### src/rtl/spi_result_tx.sv
// SPI mode-0 slave transmitter: a single-word holding register feeds a shift register
// that the external master clocks out MSB first; sclk/cs_n are synchronized into clk.
module spi_result_tx #(
    parameter int DATA_WIDTH  = 32,
    parameter int SYNC_STAGES = 2
) (
    input  logic                  clk,
    input  logic                  rst_n,
    input  logic [DATA_WIDTH-1:0] data_in,
    input  logic                  wr,
    input  logic                  oe,
    input  logic                  sclk,
    input  logic                  cs_n,
    output logic                  miso,
    output logic                  full,
    output logic                  busy,
    output logic                  overflow,
    output logic                  underrun
);

    localparam int CW = $clog2(DATA_WIDTH) + 1;

    typedef enum logic [1:0] {IDLE, LOAD, SHIFT, DONE} state_t;

    state_t                  state_q, state_d;
    logic [SYNC_STAGES-1:0]  sclk_sync_q, sclk_sync_d;
    logic [SYNC_STAGES-1:0]  cs_sync_q, cs_sync_d;
    logic                    sclk_prev_q, sclk_prev_d;
    logic                    cs_prev_q, cs_prev_d;
    logic [DATA_WIDTH-1:0]   hold_q, hold_d;
    logic [DATA_WIDTH-1:0]   shift_q, shift_d;
    logic [CW-1:0]           cnt_q, cnt_d;
    logic                    full_q, full_d;
    logic                    from_hold_q, from_hold_d;
    logic                    overflow_q, overflow_d;
    logic                    underrun_q, underrun_d;
    logic                    miso_q, miso_d;

    logic                    sclk_s, cs_s;
    logic                    sclk_rise, sclk_fall, cs_fall;
    logic [CW-1:0]           cnt_inc;
    logic                    frame_end;
    logic                    slot_free;

    assign sclk_s    = sclk_sync_q[SYNC_STAGES-1];
    assign cs_s      = cs_sync_q[SYNC_STAGES-1];
    assign sclk_rise = sclk_s & ~sclk_prev_q;
    assign sclk_fall = ~sclk_s & sclk_prev_q;
    assign cs_fall   = ~cs_s & cs_prev_q;
    assign cnt_inc   = cnt_q + CW'(1);
    assign frame_end = sclk_rise && (cnt_inc == CW'(DATA_WIDTH));
    // The held word is released only when the frame that just finished actually sent it.
    assign slot_free = (state_q == DONE) && from_hold_q;

    always_ff @(posedge clk or negedge rst_n) begin
        if (!rst_n) begin
            state_q <= IDLE;
        end else begin
            state_q <= state_d;
        end
    end

    always_comb begin
        state_d = state_q;
        case (state_q)
            IDLE:  if (cs_fall) state_d = LOAD;
            LOAD:  state_d = SHIFT;
            SHIFT: begin
                if (frame_end) begin
                    state_d = DONE;
                end else if (cs_s) begin
                    state_d = IDLE;
                end
            end
            DONE:  state_d = IDLE;
            default: state_d = IDLE;
        endcase
    end

    always_comb begin
        miso_d = 1'b0;
        if (oe && !cs_s) begin
            if (state_q == LOAD) begin
                miso_d = full_q ? hold_q[DATA_WIDTH-1] : 1'b0;
            end else if (state_q != IDLE) begin
                miso_d = shift_q[DATA_WIDTH-1];
            end
        end
    end

    assign busy     = (state_q == SHIFT);
    assign miso     = miso_q;
    assign full     = full_q;
    assign overflow = overflow_q;
    assign underrun = underrun_q;

    always_comb begin
        sclk_sync_d = {sclk_sync_q[SYNC_STAGES-2:0], sclk};
        cs_sync_d   = {cs_sync_q[SYNC_STAGES-2:0], cs_n};
        sclk_prev_d = sclk_s;
        cs_prev_d   = cs_s;
        hold_d      = hold_q;
        shift_d     = shift_q;
        cnt_d       = cnt_q;
        full_d      = full_q;
        from_hold_d = from_hold_q;
        overflow_d  = overflow_q;
        underrun_d  = underrun_q;

        case (state_q)
            LOAD: begin
                shift_d     = full_q ? hold_q : '0;
                from_hold_d = full_q;
                cnt_d       = '0;
                if (!full_q) underrun_d = 1'b1;
            end
            SHIFT: begin
                if (sclk_fall) shift_d = {shift_q[DATA_WIDTH-2:0], 1'b0};
                if (sclk_rise) cnt_d = cnt_inc;
            end
            default: ;
        endcase

        if (wr) begin
            if (!full_q || slot_free) begin
                hold_d = data_in;
                full_d = 1'b1;
            end else begin
                overflow_d = 1'b1;
            end
        end else if (slot_free) begin
            full_d = 1'b0;
        end
    end

    always_ff @(posedge clk or negedge rst_n) begin
        if (!rst_n) begin
            sclk_sync_q <= '0;
            cs_sync_q   <= '1;
            sclk_prev_q <= 1'b0;
            cs_prev_q   <= 1'b1;
            hold_q      <= '0;
            shift_q     <= '0;
            cnt_q       <= '0;
            full_q      <= 1'b0;
            from_hold_q <= 1'b0;
            overflow_q  <= 1'b0;
            underrun_q  <= 1'b0;
            miso_q      <= 1'b0;
        end else begin
            sclk_sync_q <= sclk_sync_d;
            cs_sync_q   <= cs_sync_d;
            sclk_prev_q <= sclk_prev_d;
            cs_prev_q   <= cs_prev_d;
            hold_q      <= hold_d;
            shift_q     <= shift_d;
            cnt_q       <= cnt_d;
            full_q      <= full_d;
            from_hold_q <= from_hold_d;
            overflow_q  <= overflow_d;
            underrun_q  <= underrun_d;
            miso_q      <= miso_d;
        end
    end

endmodule

### config.mk
export PLATFORM = sky130hd
export DESIGN_NAME = spi_result_tx
export DESIGN_NICKNAME = d
export VERILOG_FILES = /design/src/rtl/spi_result_tx.sv
export SDC_FILE = /design/constraint.sdc
export NUM_CORES = 1
export LEC_CHECK = 0
export BUFFER_PORTS_ARGS = -buffer_cell sky130_fd_sc_hd__buf_2
export CAP_MARGIN = 0
export CELL_PAD_IN_SITES_DETAIL_PLACEMENT = 0
export CELL_PAD_IN_SITES_GLOBAL_PLACEMENT = 1
export CORE_MARGIN = 3
export CORE_UTILIZATION = 40
export CTS_BUF_LIST = sky130_fd_sc_hd__clkbuf_8
export CTS_CLUSTER_SIZE = 12
export DETAILED_ROUTE_END_ITERATION = 12
export PLACE_DENSITY = 0.72
export SETUP_SLACK_MARGIN = 0.02
export SLEW_MARGIN = 10
export SYNTH_ARGS = -nofsm -noshare
export SYNTH_HDL_FRONTEND = slang
export SYNTH_SLANG_ARGS = --single-unit
### constraint.sdc
create_clock -name clk -period 1.65 [get_ports clk]
set_clock_uncertainty 0.1 [all_clocks]
set_input_delay 0.165 -clock clk [delete_from_list [all_inputs] [get_ports clk]]
set_output_delay 0.165 -clock clk [all_outputs]
set_load 0.01 [all_outputs]
==> results by group, run 1 <==
Critical path
  – Crit end category: flip-flop
  – Reg-to-reg critical path startpoint: state_q[0]
  – Crit path max-delay cell type: dfrtp_2
  – Reg2reg path depth: 5
  – CP Launch Type: flip-flop
  – Launch point of the worst path: state_q[0]
  – Kind of critical path: flip-flop to flip-flop
  – Crit-path cells: nand3_2 > nand2_1 > and2_4 > clkbuf_16 > mux2_2
  – CP max stage delay: 0.42 ns
  – Crit path max fanout: 16
  – Critical path required time: 1.78 ns
  – Worst path arrival time: about 1.7 ns

Finish
  – Final #Nets: 441
  – Fill cells: 743
  – Synth-to-layout area growth: 29.1%
  – Share of layout cells above drive strength 1: between 20% and 30%
  – Final Util: 54.8%
  – Inserted Diodes: 0

Synth
  – Largest cells by area after synthesis: dfrtp_1 (56%), mux2_2 (9.4%), and3_1 (5.7%), o21ai_0 (4.9%), a21oi_1 (4.3%)
  – Top-area cell type share of the netlist area: 55.7%
  – Mapped Area: 3590 um^2
  – Seq/Total Area, Yosys: a little under 60%
  – Total number of yosys warnings: 0
  – Most area-hungry cell type in the Yosys netlist: dfrtp_1
  – #FFs+latches synth: 83
  – Top_reg_cell synth: dfrtp_1
  – Avg Cell Area, Syn: around 11 um^2
  – Unique masters post-synth: 37
  – Post-Synthesis Net Count: 354
  – Post-synth EDFFs: 0
  – Asr flop ratio synth: 100%
  – Post-Synthesis Cells: 314

Power and ir drop
  – Leak: about 2.2 nW
  – Worst VDD drop: 0.590 mV
  – Pwr dens: 1370 nW/um^2
  – Pwr Total: 6.36 mW

CTS
  – Clock Sinks: just over 80
  – CTS Buf Count: 9
  – TritonCTS clock tree: done
  – Clock Path Buffers: 2
  – H-tree levels: 3
  – Clock-pin transition on the worst setup and hold timing paths: 0.09 ns
  – Root Driver: clkbuf_8
  – Clock network latency to the later pin of the worst-skew pair: 0.35 ns

GRT
  – Initial antenna violation count: 0
  – Vias in the first global route: 2,611
  – Largest net degree at the start of global routing: 38
  – GRT Total Usage: between 10% and 20%
  – Global-route wire length before repair: 12,400 um
  – Global route overflow: 0

Placement
  – Place WS: 0.0209 ns
  – Post-DP HPWL: 4530 um
  – Port-buffer cells: 42
  – Gpl congestion: between 0.7 and 0.8

Drt
  – Drt first pass iters: 4
  – 1st-iter DRT viols: 109
  – Final WL: 7510 um
  – Post-route ant nets: 0
  – Average wire per standard cell: 14.7 um
  – DR vias: 2,605
  – DRC Markers: 0
  – Vias/cell: 5.10

Die
  – Core area: 8460 um^2
  – DIE AREA: 10,200 um^2
  – Row cnt: 33
  – Ports: 43
  – Die X-Extent: between 100 and 150 um
  – Initial Util: ~42%
  – DIE HEIGHT: 101 um

STA
  – Min Tclk post-route: between 1.5 and 2 ns
  – Measured slew at the worst slew-check pin: 0.461 ns
  – Setup TNS: 0 ns
  – Fmax achieved: 630 MHz
  – Share of the clock period used by the worst path: 96.1%
  – PnR worst setup slack: about 0.064 ns
  – Final setup fails: 0
  – Final hold vios: 0
  – Worst rel slew slack: 69.3%
  – Slew Limit Fails: 0

Min path
  – Hold Path Class: input pin to async pin

Run status
  – Status: complete, no violations

Run
  – Max Cap Viol: 0
[synth_stat cells (2+ instances only)]
master,instances
dfrtp_1,80
nand2_1,40
o21ai_0,35
and3_1,33
a21oi_1,31
mux2_2,30
clkbuf_1,9
buf_6,7
nand3_1,5
nor2_1,4
xor2_1,4
buf_8,3
dfstp_2,3
ha_1,2
inv_1,2
mux2_1,2
nand2b_1,2
nor3b_1,2
o21ai_1,2
[sequential cells by signal (all words and copies together), names as in the netlist]
name	cells
cnt_q	6
cs_prev_q	1
cs_sync_q	2
from_hold_q	1
full	1
hold_q	32
miso	1
overflow	1
sclk_prev_q	1
sclk_sync_q	2
shift_q	32
state_q	2
underrun	1
[metal layers]
| layer | vias to the layer above | share of wire [%] | wire [um] | global-route usage, % |
|---|---|---|---|---|
| li1 | 1274 | - | - | - |
| met1 | 1267 | 47 | 3520 | 20.4 |
| met2 | 54 | 48 | 3580 | 24.7 |
| met3 | 10 | 3.7 | 275 | 3.94 |
| met4 | 0 | 1.8 | 132 | 5.60 |
| met5 | - | 0 | 0 | 0 |
[where the power goes]
part / total [mW] / internal [mW] / switching (mW)
logic: 1.47 / 0.831 / 0.642
registers: 3.19 / 2.78 / 0.407
clock network: 1.70 / 0.995 / 0.707
[logic make-up (layout without fill, tap and decap cells)]
logic type / count (synthesis) / count (layout) / synth area share [%]
muxes: 32 / 32 / 10.0
and+or+nand+nor: 92 / 92 / 13.5
buffers and inverters: 24 / 116 / 4.98
AOI/OAI and AO/OA: 77 / 77 / 12.0
DFF: 83 / 83 / 57.9
xor gates and xnor gates: 4 / 4 / 0.974
adders and majority gates: 2 / 2 / 0.696
[cell usage in the layout (no fill, tap or decap), types with 2 or more instances in the layout]
cell,Yosys,final
clkbuf_16,0,2
mux2_1,2,2
dlygate4sd3_1,0,37
and3_1,33,33
dfrtp_1,80,79
a21oi_1,31,31
o21ai_1,2,2
inv_1,2,4
nand2_1,40,40
buf_2,1,41
nor2_1,4,4
ha_1,2,2
dfstp_2,3,3
buf_4,0,9
mux2_2,30,30
nand2b_1,2,2
o21ai_0,35,35
nand3_1,5,5
nor3b_1,2,2
buf_12,0,6
bufinv_16,0,3
clkbuf_8,0,9
xor2_1,4,4
[final timing paths]
path	slack, ns	end
min reg2reg	0.26	cs_sync_q[1]
max reg2reg	0.06	hold_q[31]
min	0.21	shift_q[30]
min in group clk	0.26	cs_sync_q[1]
max in group asynchronous	0.73	state_q[0]
max	0.06	hold_q[31]
[critical path, delay by kind of cell (launching register included)]
family,cells,cell delay (ns)
buf+inv,1,0.20
simple gates,3,0.40
mux,1,0.35
flops,1,0.42
[layout make-up]
type	instances	area, um^2	area share [%]
clock inverter	7	111	2.40
timing repair buffer	97	840	18.1
multi-input combinational	207	1340	28.9
clock buffer	9	124	2.67
tap	105	131	2.83
inverter	3	11.3	0.243
sequential	83	2080	44.9
[per-stage QoR]
stage	cells	hold WS, ns	instance area, um^2
3_5_place_dp	453	0.0542	3940
2_1_floorplan	314	-0.231	3590
3_3_place_gp	453	0.0556	3940
6_report	511	0.214	4640
4_1_cts	508	0.214	4570
5_1_grt	511	0.238	4640
[what timing repair did]
item                                    in CTS  in global routing
resized for setup                            3                  4
endpoints found under the setup margin       3                 36
hold endpoints to repair                    68                  0
setup buffers                                2                  1
hold buffers                                37                  0
cloned                                       0                  2
Power figures use the tool's default switching activity.
==> run 2: changes to the inputs <==
Settings changed: CORE_UTILIZATION 40 to 43, PLACE_DENSITY 0.72 to 0.82.
==> run 2 against run 1 <==
Against the previous run:
- sequential share of layout area is 1.1 points higher
- global-route usage hardly changed
- first-iteration DRC count is 9.2% lower
- maximum frequency is 1.3% higher
- design area is 2.4% lower
- power is 6.3% lower
- die area is 6.6% lower
- highest routed layer unchanged
==> results by group, run 2 (synthesized netlist as in run 1, its figures left out) <==
STA
  – Final setup fails: 0 (unchanged)
  – Fmax achieved: 639 MHz (+1.3%)
  – Worst hold margin: 0.228 ns (+0.0146 ns)
  – Worst rel slew slack: 78.8% (+9.6 points)
  – Measured slew at the worst slew-check pin: 0.318 ns (-0.143 ns)
  – Setup TNS: 0 ns (unchanged)
  – Final hold vios: 0 (unchanged)
  – Slew Limit Fails: 0 (unchanged)
  – Min Tclk post-route: 1.57 ns (-0.0205 ns)
  – Share of the clock period used by the worst path: 94.9% (-1.2 points)
  – RSZ-0062 raised after global routing: false

Min path
  – Hold Path Class: input pin to async pin

CTS
  – CTS Buf Count: 9 (unchanged)
  – H-tree levels: 3 (unchanged)
  – Clock Path Buffers: 2 (unchanged)
  – Clock network latency to the later pin of the worst-skew pair: 0.35 ns (about the same)
  – Clock Sinks: 83 (unchanged)
  – TritonCTS clock tree: done
  – Root Driver: clkbuf_8
  – Clock-pin transition on the worst setup and hold timing paths: 0.08 ns (about the same)
  – Postcts setup bufs: 0 (-2)

Critical path
  – CP Launch Type: flip-flop
  – Crit end category: output pin
  – Crit path buf inv count: 4 (+3)
  – Reg-to-reg critical path startpoint: state_q[0]
  – Crit path max-delay cell type: dfrtp_1
  – Crit path max fanout: 7 (-9)
  – Worst path arrival time: 1.30 ns (-0.42 ns)
  – R2R Path End: hold_q[0]
  – Critical path required time: 1.38 ns (-0.40 ns)
  – Kind of critical path: flip-flop to output pin
  – Reg2reg path depth: 5 (unchanged)
  – CP delay by family, top: buffers and inverters
  – Crit-path cells: buf_4 > nand2b_4 > inv_4 > buf_6 > buf_2
  – FF-to-FF setup slack: 0.09 ns (+0.03 ns)
  – CP max stage delay: 0.41 ns (about the same)

Power and ir drop
  – Pwr Total: 5.96 mW (-6.3%)
  – Sw Ratio: 29.3% (+1.7 points)
  – P_sw: 1.74 mW (-0.60%)
  – Sequential share of power: 53.4% (+3.3 points)
  – Pint: 4.22 mW (-8.5%)
  – Clock power frac: 22.4% (-4.3 points)
  – Pwr dens: 1320 nW/um^2 (-4.0%)
  – Worst VDD drop: 0.704 mV (+19%)
  – Combinational power share: 24.2% (+1.1 points)
  – Leak: 2.19 nW (-2.2%)

Placement
  – Gpl congestion: 0.745 (-3.6%)
  – Port-buffer cells: 42 (unchanged)
  – Post-DP HPWL: 4330 um (-4.3%)

GRT
  – Initial antenna violation count: 0 (unchanged)
  – GR met2 Demand/Resource: 25.0% (+0.33 points)
  – Vias in the first global route: 2,579 (-1.2%)
  – GRT Total Usage: 15.5% (about the same)
  – Largest net degree at the start of global routing: 50 (+32%)
  – Global-route wire length before repair: 12,000 um (-3.2%)
  – Busiest grt layer: met2
  – GR Util met3: 4.67% (+0.72 points)
  – M1 GR Usage: 20.4% (about the same)
  – Global route overflow: 0 (unchanged)

Finish
  – Synth-to-layout area growth: 25.9%
  – Final Util: 57.1% (+2.3 points)
  – Commonest cells after routing, fill and taps aside: dfrtp_1 (79), buf_2 (41), nand2_1 (40), dlygate4sd3_1 (37), o21ai_0 (35)
  – Largest regs: hold_q (32), shift_q (32), cnt_q (6)
  – Share of layout cells above drive strength 1: 28.9% (+0.071 points)
  – Final #Nets: 440 (-0.23%)
  – Commonest non-fill, non-tap cell in the layout: dfrtp_1
  – Inserted Diodes: 0 (unchanged)

Drt
  – Final WL: 7090 um (-5.6%)
  – 1st-iter DRT viols: 99 (-9.2%)
  – DRC Markers: 0 (unchanged)
  – DR vias: 2,571 (-1.3%)
  – Post-route ant nets: 0 (unchanged)
  – Vias/cell: 5.07 (-0.53%)
  – Average wire per standard cell: 14.0 um (-4.9%)
  – Drt first pass iters: 4 (unchanged)

Die
  – DIE HEIGHT: 97.4 um (-3.3%)
  – Ports: 43 (unchanged)
  – Core area: 7930 um^2 (-6.3%)
  – Row cnt: 32 (-3.0%)
  – Die X-Extent: 97.4 um (-3.3%)
  – Initial Util: 45.3% (+2.9 points)
  – DIE AREA: 9490 um^2 (-6.6%)

Run status
  – Status: complete, no violations

Run
  – Max Cap Viol: 0 (unchanged)
-- run 2: changes by cell type in the layout (fill, tap and decap cells not counted), sizes merged --
| cell | previous run | this run |
|---|---|---|
| clkinv | 2 | 3 |
| bufinv | 3 | 0 |
| clkbuf | 11 | 12 |
-- run 2: cell type report --
cell class              instances  area [um^2]
fillers                       703         3400
clock buffers                  11          151
well taps                     102          128
inverters                       3         13.8
multi-input cells             207         1340
repair buffers                 96          786
clock inverters                 5         27.5
flip-flops and latches         83         2080
-- run 2: per-layer routing --
| layer | vias to the layer above | share of wire, % |
|---|---|---|
| met2 | 45 | 49 |
| met3 | 6 | 4.3 |
| li1 | 1271 | - |
| met5 | - | 0 |
| met1 | 1249 | 46 |
| met4 | 0 | 0.71 |
-- run 2: worst max-delay path by stage --
stage / from / end / slack, ns / cells past startpoint
finish: state_q[1] / busy / 0.08 / 5
global route: state_q[1] / busy / 0.02 / 5
CTS: state_q[0] / busy / 0.04 / 4
detailed placement: state_q[0] / hold_q[2] / 0.03 / 5
global placement: state_q[1] / miso / 0.04 / 5
floorplan: state_q[1] / hold_q[10] / 0.1 / 6
-- run 2: repair_timing --
| action | in CTS | in global routing |
|---|---|---|
| hold endpoints to repair | 120 | 0 |
| hold buffers | 37 | 0 |
| gates cloned | 0 | 1 |
| endpoints found under the setup margin | 1 | 38 |
| resized for setup | 1 | 5 |
-- run 2: tightest hold or removal path: cells and delay by family --
kind,cells,cell delay (ns)
buf+inv,3,0.87
-- run 2: power groups by stage --
| stage | sequential, mW | clock (mW) | combinational (mW) |
|---|---|---|---|
| final | 3.19 | 1.34 | 1.44 |
| after global routing | 3.29 | 1.47 | 1.66 |
| after CTS | 3.19 | 1.37 | 1.45 |
| after detailed placement | 3.23 | 0 | 1.37 |
| after global placement | 3.19 | 0 | 1.32 |
| after floorplan | 3.09 | 0 | 1.08 |
-- run 2: through the flow --
step,cells,area (um^2),setup WS (ns)
5_1_grt,507,4530,0.0216
3_5_place_dp,453,3940,0.0336
3_3_place_gp,453,3940,0.0389
2_1_floorplan,314,3590,0.0966
6_report,507,4530,0.0842
4_1_cts,506,4490,0.0378
